**config.mk**
```make
export PLATFORM = sky130hd
export DESIGN_NAME = psum_accumulator
export DESIGN_NICKNAME = d
export VERILOG_FILES = /design/src/rtl/accel_pkg.sv /design/src/rtl/psum_out_fifo.sv /design/src/rtl/psum_accumulator.sv
export SDC_FILE = /design/constraint.sdc
export NUM_CORES = 2
export LEC_CHECK = 0
export BUFFER_PORTS_ARGS = -buffer_cell sky130_fd_sc_hd__buf_2
export CORE_ASPECT_RATIO = 1.1
export CORE_MARGIN = 4
export CORE_UTILIZATION = 56
export DETAILED_ROUTE_END_ITERATION = 8
export PLACE_DENSITY = 0.79
export SYNTH_ARGS = -nofsm -noshare
export SYNTH_HDL_FRONTEND = slang
export SYNTH_SLANG_ARGS = --single-unit
```
**constraint.sdc**
```tcl
create_clock -name clk -period 5.1 [get_ports clk]
set_input_delay 1.02 -clock clk [delete_from_list [all_inputs] [get_ports clk]]
set_output_delay 1.02 -clock clk [all_outputs]
set_load 0.01 [all_outputs]
```
**src/rtl/accel_pkg.sv**
```systemverilog
// Shared accelerator definitions: accumulator width, default column count
// and the signed saturating add used wherever partial sums are combined.
// No ports; imported by the psum accumulator and any other PE-side logic.
package accel_pkg;

  localparam int ACC_WIDTH    = 32;
  localparam int DEF_NUM_COLS = 4;

  typedef logic signed [ACC_WIDTH-1:0] acc_t;

  typedef struct packed {
    logic clip;
    acc_t sum;
  } sat_res_t;

  // Add in ACC_WIDTH+1 bits; disagreement between the two top bits means the
  // true result does not fit, so clamp toward the sign of the wide result.
  function automatic sat_res_t sat_add(input acc_t a, input acc_t b);
    logic signed [ACC_WIDTH:0] s;
    sat_res_t r;
    s = {a[ACC_WIDTH-1], a} + {b[ACC_WIDTH-1], b};
    r.clip = s[ACC_WIDTH] ^ s[ACC_WIDTH-1];
    if (r.clip) begin
      r.sum = s[ACC_WIDTH] ? {1'b1, {(ACC_WIDTH-1){1'b0}}}
                           : {1'b0, {(ACC_WIDTH-1){1'b1}}};
    end else begin
      r.sum = s[ACC_WIDTH-1:0];
    end
    return r;
  endfunction

endpackage

```
**src/rtl/psum_out_fifo.sv**
```systemverilog
// Synchronous result FIFO with occupancy count and no read bypass.
// Ports: push/push_data in, pop in, head (zero when empty), empty, count,
// dropped (push refused because full with no same-cycle pop).
module psum_out_fifo #(
  parameter int WIDTH = 128,
  parameter int DEPTH = 4
) (
  input  logic                   clk,
  input  logic                   rst,
  input  logic                   push,
  input  logic [WIDTH-1:0]       push_data,
  input  logic                   pop,
  output logic [WIDTH-1:0]       head,
  output logic                   empty,
  output logic [$clog2(DEPTH):0] count,
  output logic                   dropped
);

  localparam int PW = $clog2(DEPTH);

  logic [WIDTH-1:0] mem [DEPTH];
  logic [PW-1:0]    wr_ptr;
  logic [PW-1:0]    rd_ptr;
  logic             full;
  logic             do_push;
  logic             do_pop;

  assign empty   = (count == '0);
  assign full    = (count == (PW+1)'(DEPTH));
  assign do_pop  = pop && !empty;
  // A pop frees the slot in the same cycle, so a full FIFO still accepts.
  assign do_push = push && (!full || do_pop);
  assign dropped = push && !do_push;
  assign head    = empty ? '0 : mem[rd_ptr];

  always_ff @(posedge clk) begin
    if (rst) begin
      wr_ptr <= '0;
      rd_ptr <= '0;
      count  <= '0;
    end else begin
      if (do_push) wr_ptr <= wr_ptr + PW'(1);
      if (do_pop)  rd_ptr <= rd_ptr + PW'(1);
      case ({do_push, do_pop})
        2'b10:   count <= count + (PW+1)'(1);
        2'b01:   count <= count - (PW+1)'(1);
        default: ;
      endcase
    end
  end

  always_ff @(posedge clk) begin
    if (do_push) mem[wr_ptr] <= push_data;
  end

endmodule

```
**src/rtl/psum_accumulator.sv**
```systemverilog
// Systolic-array output accumulator: de-skews bottom-row partial sums,
// accumulates K-tiles per buffer row with saturation, and streams final rows
// (optionally ReLU-clamped) through a small output FIFO.
// Ports: in_valid/in_psum/in_addr/in_first/in_last (skewed input row),
// relu_en, out_valid/out_ready/out_data (result stream), sat_flag and ovf_err
// (sticky status), fifo_count (occupancy).
module psum_accumulator #(
  parameter int NUM_COLS   = accel_pkg::DEF_NUM_COLS,
  parameter int ACC_WIDTH  = accel_pkg::ACC_WIDTH,
  parameter int DEPTH      = 16,
  parameter int FIFO_DEPTH = 4
) (
  input  logic                          clk,
  input  logic                          rst,
  input  logic                          in_valid,
  input  logic [NUM_COLS*ACC_WIDTH-1:0] in_psum,
  input  logic [$clog2(DEPTH)-1:0]      in_addr,
  input  logic                          in_first,
  input  logic                          in_last,
  input  logic                          relu_en,
  output logic                          out_valid,
  input  logic                          out_ready,
  output logic [NUM_COLS*ACC_WIDTH-1:0] out_data,
  output logic                          sat_flag,
  output logic                          ovf_err,
  output logic [$clog2(FIFO_DEPTH):0]   fifo_count
);

  import accel_pkg::*;

  localparam int AW  = $clog2(DEPTH);
  localparam int RW  = NUM_COLS*ACC_WIDTH;
  localparam int LAT = NUM_COLS-1;

  // Aligned row, valid combinationally LAT cycles after in_valid.
  logic [RW-1:0] aln_psum;
  logic          aln_valid;
  logic          aln_first;
  logic          aln_last;
  logic [AW-1:0] aln_addr;

  // Lane c arrives c cycles late, so it needs LAT-c more cycles to line up.
  for (genvar c = 0; c < NUM_COLS; c++) begin : g_lane
    localparam int D = NUM_COLS-1-c;
    if (D == 0) begin : g_pass
      assign aln_psum[c*ACC_WIDTH +: ACC_WIDTH] = in_psum[c*ACC_WIDTH +: ACC_WIDTH];
    end else begin : g_dly
      logic [ACC_WIDTH-1:0] sr [D];
      always_ff @(posedge clk) begin
        sr[0] <= in_psum[c*ACC_WIDTH +: ACC_WIDTH];
        for (int i = 1; i < D; i++) sr[i] <= sr[i-1];
      end
      assign aln_psum[c*ACC_WIDTH +: ACC_WIDTH] = sr[D-1];
    end
  end

  if (LAT == 0) begin : g_ctl_pass
    assign aln_valid = in_valid;
    assign aln_first = in_first;
    assign aln_last  = in_last;
    assign aln_addr  = in_addr;
  end else begin : g_ctl_dly
    logic [LAT-1:0] v_sr;
    logic [LAT-1:0] f_sr;
    logic [LAT-1:0] l_sr;
    logic [AW-1:0]  a_sr [LAT];
    always_ff @(posedge clk) begin
      if (rst) begin
        v_sr <= '0;
      end else begin
        v_sr[0] <= in_valid;
        for (int i = 1; i < LAT; i++) v_sr[i] <= v_sr[i-1];
      end
      f_sr[0] <= in_first;
      l_sr[0] <= in_last;
      a_sr[0] <= in_addr;
      for (int i = 1; i < LAT; i++) begin
        f_sr[i] <= f_sr[i-1];
        l_sr[i] <= l_sr[i-1];
        a_sr[i] <= a_sr[i-1];
      end
    end
    assign aln_valid = v_sr[LAT-1];
    assign aln_first = f_sr[LAT-1];
    assign aln_last  = l_sr[LAT-1];
    assign aln_addr  = a_sr[LAT-1];
  end

  // Stage A: registered aligned row.
  logic          a_vld;
  logic          a_first;
  logic          a_last;
  logic [AW-1:0] a_addr;
  logic [RW-1:0] a_psum;

  always_ff @(posedge clk) begin
    if (rst) a_vld <= 1'b0;
    else     a_vld <= aln_valid;
    a_first <= aln_first;
    a_last  <= aln_last;
    a_addr  <= aln_addr;
    a_psum  <= aln_psum;
  end

  // Accumulation buffer is read and written in the same stage, so a row that
  // follows directly behind another to the same addr already sees the update.
  logic [RW-1:0] acc_buf [DEPTH];
  logic [RW-1:0] sum;
  logic          clip_any;

  always_comb begin
    sum      = '0;
    clip_any = 1'b0;
    for (int c = 0; c < NUM_COLS; c++) begin
      acc_t     base;
      sat_res_t r;
      base = a_first ? '0 : acc_buf[a_addr][c*ACC_WIDTH +: ACC_WIDTH];
      r    = sat_add(base, a_psum[c*ACC_WIDTH +: ACC_WIDTH]);
      sum[c*ACC_WIDTH +: ACC_WIDTH] = r.sum;
      clip_any = clip_any | r.clip;
    end
  end

  // Stage B: finished rows waiting to enter the FIFO.
  logic          b_vld;
  logic [RW-1:0] b_sum;

  always_ff @(posedge clk) begin
    if (rst) begin
      b_vld    <= 1'b0;
      sat_flag <= 1'b0;
      for (int d = 0; d < DEPTH; d++) acc_buf[d] <= '0;
    end else begin
      b_vld <= a_vld && a_last;
      if (a_vld && !a_last) acc_buf[a_addr] <= sum;
      if (a_vld && clip_any) sat_flag <= 1'b1;
    end
    b_sum <= sum;
  end

  logic [RW-1:0] push_row;

  always_comb begin
    push_row = b_sum;
    if (relu_en) begin
      for (int c = 0; c < NUM_COLS; c++) begin
        if (b_sum[c*ACC_WIDTH + ACC_WIDTH-1]) push_row[c*ACC_WIDTH +: ACC_WIDTH] = '0;
      end
    end
  end

  logic fifo_empty;
  logic drop;

  psum_out_fifo #(
    .WIDTH (RW),
    .DEPTH (FIFO_DEPTH)
  ) u_fifo (
    .clk       (clk),
    .rst       (rst),
    .push      (b_vld),
    .push_data (push_row),
    .pop       (out_valid && out_ready),
    .head      (out_data),
    .empty     (fifo_empty),
    .count     (fifo_count),
    .dropped   (drop)
  );

  assign out_valid = !fifo_empty;

  always_ff @(posedge clk) begin
    if (rst)       ovf_err <= 1'b0;
    else if (drop) ovf_err <= 1'b1;
  end

endmodule
```
# == Yosys cells after proc, flatten, opt, wreduce, memory -nomap -nowiden ==
# Memory sizes are Yosys's and may differ from the RTL's. A register that Yosys moved wholly into a read port is not among the register bits.
# Index checks and enable logic that the tools add are counted.
# totals
reg_bits,278
latch_bits,0
mem_bits_rw,2764
romBits,0
out_inout_bits,134
wordCells,84
mem_count,6
# classes
addsub,8
mul,0
div,0
n_lt_le_gt_ge,0
n_eq_ne,3
shifts,0
n_mux,31
n_bitwise,7
n_reduce_logical,15
# mem_list
name,words,width,read_ports,rd_clocked_by_memory_dff,write_ports,line_no,rtl
acc_buf,16,128,1,0,16,psum_accumulator.sv:107,logic [RW-1:0] acc_buf [DEPTH];
u_fifo.mem,4,128,1,1,1,psum_out_fifo.sv:21,logic [WIDTH-1:0] mem [DEPTH];
g_lane[0].g_dly.sr,3,32,3,1,3,psum_accumulator.sv:48,logic [ACC_WIDTH-1:0] sr [D];
g_lane[1].g_dly.sr,2,32,2,1,2,psum_accumulator.sv:48,
g_lane[2].g_dly.sr,1,32,1,1,1,psum_accumulator.sv:48,
g_ctl_dly.a_sr,3,4,3,1,3,psum_accumulator.sv:66,logic [AW-1:0] a_sr [LAT];
# op_table
operator,n
2-to-1 mux 128 bit,3
2-to-1 mux 32 bit,12
adder 32 x 32 -> 33 bit,4
OR reduction 128 bit,1
2-to-1 mux 31 bit,4
2-to-1 mux 1 bit,8
logical AND 1 bit,7
case mux 3 bit (2 select lines),1
adder 2 x 1 -> 2 bit (second input constant),2
logical NOT 1 bit,4
2-to-1 mux 2 bit,2
2-to-1 mux 4 bit,1
XOR 1 bit,4
adder 3 x 1 -> 3 bit (second input constant),1
equality test 3 bit (second input constant),1
logical NOT 3 bit,1
bitwise OR 1 bit,3
subtractor 3 x 1 -> 3 bit (second input constant),1
equality test 2 x 1 -> 1 bit (second input constant),1
equality test 2 bit (second input constant),1
nonzero test 2 bit,1
logical OR 1 bit,1

# == Depth between registers and ports, before layout ==
# logic_depth
depth_word,8
mapped_depth,22
depth_no_buf,15

# == By module ==
# A second synthesis with hierarchy kept.
# hier_totals
hier_cells,8347
area_unflattened_um2,128035.3
# modules_own_cells
mod,n_inst,cells_each,area_per_inst_um2,seq_area_each_um2
psum_accumulator,1,7471,108074.9,71088.2
psum_out_fifo,1,876,19960.4,15554.9

# == Worst setup path before layout ==
# Ideal clock, no wire load.
# synth_path
kind,flip-flop to flip-flop
start,reg a_addr[0] (read register of g_ctl_dly.a_sr)
end,mem acc_buf[0][54] (netlist name) (data pin)
setup_time_ns,0.265
t_arrival_ns,5.341
path_slack_ns,-0.506
stages_incl_launch_ff,23
period_less_slack_ns,5.606
path_cell_list,dfxtp_1 > clkbuf_1 > clkbuf_1 > clkbuf_1 > buf_1 > mux4_2 > mux4_2 > nor2b_1 > ha_1 > inv_1 > fa_1 > nor2b_4 > o31a_1 > o31ai_1 > nand2_1 > a311oi_1 > nor2_1 > mux2_2 > buf_6 > buf_6 > a31oi_4 > buf_4 > nor2_1
# synth_lines
element,line_no,rtl
"start, declared",psum_accumulator.sv:93,logic [AW-1:0] a_addr;
"end, declared",psum_accumulator.sv:107,

==> summary.txt <==
Run status
  • Status: complete, but fails checks
  • Failing checks: setup timing

Critical path
  • RR Startpoint: a_addr[0]
  • CP Capture Type: register
  • Slowest cell delay on critical path: 520 ps
  • Startpoint Class: register
  • Critical path origin: a_addr[0]
  • CP Cell Sequence: buf_12, buf_16, buf_12, mux4_2, mux4_2, nor2b_1, ha_1, a21o_1, a21oi_2, o21ba_2, o31ai_2, mux2_2, a311oi_4, and2_4, buf_4, buf_4, nor2_1, buf_12, nor2_1
  • Buf+Inv Stages, Crit Path: 6
  • Critical path's top delay family: multiplexers
  • Critical Path Fanout Max: 16
  • Crit path kind: reg2reg
  • WP data arrival: 6030 ps
  • Reg2reg path depth: 19
  • Most frequent CP cell: buf_12
  • Slowest library cell on the worst path: mux4_2
  • Worst Path Required: 5900 ps
  • Stages on worst setup path: 19

Detailed routing
  • Initial DRC Count: 13100
  • Routed WL: roughly 380000 um
  • Drt first pass iters: 7
  • Antenna-violating nets left: 0
  • DR vias: 80100
  • Drt wl/cell: about 31 um
  • # DRC: 0
  • Vias per cell: 6.55

Finish
  • Nets: 9322
  • Commonest non-fill, non-tap cells in the layout: edfxtp_1 (2560), nor2_1 (2173), mux4_2 (764), dfxtp_1 (481), buf_4 (422)
  • Most common cell after layout, fill and taps aside: edfxtp_1
  • Area Growth Syn to Fin: 17.9%
  • Filler cell count: 14000
  • Layout cell share with drive strength beyond 1: 0.266
  • Post-Route Utilization: 0.665

Floorplanning
  • I/O pins: 273
  • Die area: 234000 sq um
  • Die X-Extent: between 400 and 500 um
  • Core area: between 200000 and 250000 sq um
  • Row cnt: ~180
  • Initial core utilization: 0.564
  • Die height: 507 um

Worst hold path
  • Min-Delay Startpoint: in_psum[125]
  • Worst hold path stage count: 1
  • Hold Crit Class: in2reg

Global routing
  • Largest net degree at the start of global routing: roughly 90
  • Number of global-route vias before repair: 82400
  • GRT Overall Usage: 0.323
  • Total congestion overflow: 0
  • Initial antenna violation count: 29
  • First-pass GRT wire length: 549000 um

Synth
  • Synthesized area: between 100000 and 150000 sq um
  • Post-synth EDFFs: 2560
  • Ys async rst share: 0
  • Sequential cell area fraction in the yosys report: 0.685
  • Post-Syn Instances: roughly 8300
  • Post-synth top area cell: edfxtp_1
  • Ranking of synthesized cells by area: edfxtp_1 (61%), mux4_2 (14%), dfxtp_1 (7.7%)
  • Top-area cell type share of the netlist area: 0.607
  • Distinct cells, synth: 93
  • #FFs+latches synth: 3048
  • Ys Warns: 0
  • Primary FF master, synth: edfxtp_1
  • Mean Syn Cell Area: 15.2 sq um
  • Net Count, Synth: 8612

Placement
  • Buffers added on ports: 272
  • Post-DP HPWL: 213000 um
  • Placer Congestion: slightly below 1

STA
  • Min cycle time layout: approximately 5200 ps
  • Clock Skew: 78.7 ps
  • Slew Limit Headroom: 0.239
  • Max Fclk: roughly 0.19 GHz
  • Slew @ Worst Pin: ~1100 ps
  • Fin. Hold Viols: 0
  • Setup violations, final: 1129
  • RSZ-0062 raised after global routing: true
  • Final cycle utilization of the critical path: 1.03
  • Slew Viols, Final: 0
  • Min setup slack post-route: -133 ps

Clock tree
  • Hold Buf Count CTS: 0
  • Worst skew pair latency: 990 ps
  • CTS tree: yes
  • CTS H-tree lvls: 5
  • Clock slew at reported path FFs: 60 ps
  • Root buf cell: clkbuf_16
  • CTS buffer count: 310
  • Maximum clock path buffer count: 4
  • Clk sink count: a little over 3000

Power and ir drop
  • VDD IR max: ~0.43 mV
  • Pwr dens: 401 nW/um^2
  • Total power: around 60000 uW
  • Pleak: 0.0567 uW

Flow run
  • Maxcap violations: 0
==> layer usage <==
layer / track usage / share of wire
met1: 0.406 / 0.32
met2: 0.501 / 0.46
met5: 0 / 0.00064
met4: 0.176 / 0.065
met3: 0.105 / 0.15
==> cells in the mapped netlist (all sizes together) (4+ instances only) <==
cell / number
nand2: 166
a211oi: 30
nor3: 39
inv: 147
and2: 287
or2: 7
fa: 5
clkbuf: 375
mux2: 4
a31o: 5
nor2: 2205
or3: 14
a2111oi: 6
a31oi: 24
o41ai: 5
a21o: 49
a21oi: 153
o31ai: 12
o21ba: 4
mux2i: 9
nor2b: 152
a221oi: 7
edfxtp: 2560
o21a: 22
xor2: 47
nand2b: 31
ha: 132
and3: 15
a311oi: 5
a211o: 10
nor4: 5
buf: 229
nand4: 18
o21ai: 127
o211ai: 18
o221ai: 4
a21boi: 11
nand3: 24
xnor2: 56
o21bai: 22
mux4: 764
dfxtp: 488
==> report_power, final <==
group / switching [uW] / internal [uW] / total, uW
combinational: 4970 / 3340 / 8310
sequential: 680 / 28300 / 28900
clock: 9450 / 13100 / 22600
==> kinds of logic after synthesis <==
logic type / share of synthesized area
AO/OA/AOI/OAI: 0.0316
XOR/XNOR: 0.00713
adder cells (fa/ha/maj): 0.0140
buffers and inverters: 0.0253
flip-flops: 0.685
multiplexers: 0.137
AND/OR/NAND/NOR: 0.100
==> cell type report <==
type / instances / area (sq um) / share of cell area
flip-flops and latches: 3048 / 86700 / 0.581
multi-input cells: 4537 / 37700 / 0.252
repair buffers: 1002 / 10700 / 0.0715
clock buffers: 433 / 8760 / 0.0587
well taps: 2944 / 3680 / 0.0247
clock inverters: 114 / 1170 / 0.00782
inverters: 147 / 552 / 0.00370
diodes: 13 / 32.5 / 0.000218
==> sequential cells by signal, summed over array words and instances, names as in the netlist, named ones only <==
register and flops:
acc_buf 2048, u_fifo.mem 512, g_lane.g_dly.sr 192, a_psum 128, b_sum 128, g_ctl_dly.a_sr 12
a_addr 4, g_ctl_dly.f_sr 3, g_ctl_dly.l_sr 3, g_ctl_dly.v_sr 3, u_fifo.count 3, u_fifo.rd_ptr 2
u_fifo.wr_ptr 2, a_first 1, a_last 1, a_vld 1, b_vld 1, ovf_err 1
sat_flag 1
==> worst paths after layout <==
| check | endpoint | slack (ps) |
|---|---|---|
| max | acc_buf[12][69] | -130 |
| min reg2reg | a_psum[49] | 300 |
| max reg2reg | acc_buf[12][69] | -130 |
| min | a_psum[125] | 130 |
==> timing repair <==
| item | in CTS | in global routing |
|---|---|---|
| pin swaps | 15 | 22 |
| gates cloned | 5 | 8 |
| buffers inserted | 14 | 17 |
| gates resized for setup | 80 | 107 |
| endpoints found under the setup margin | 2041 | 2126 |
==> per-stage QoR <==
stage / std cells / area, sq um / hold WS [ps] / setup slack [ps] / setup TNS [ps]
3_5_place_dp: 11600 / 138000 / 312 / -341 / -228540
4_1_cts: 12200 / 148000 / 80.4 / -69.5 / -1350
6_report: 12200 / 149000 / 134 / -133 / -40610
2_1_floorplan: 8336 / 127000 / 310 / -243 / -404380
5_1_grt: 12200 / 149000 / 108 / -243 / -250490
3_3_place_gp: 11600 / 138000 / 311 / -297 / -105790
No activity file was read; power rests on OpenSTA's default activity.
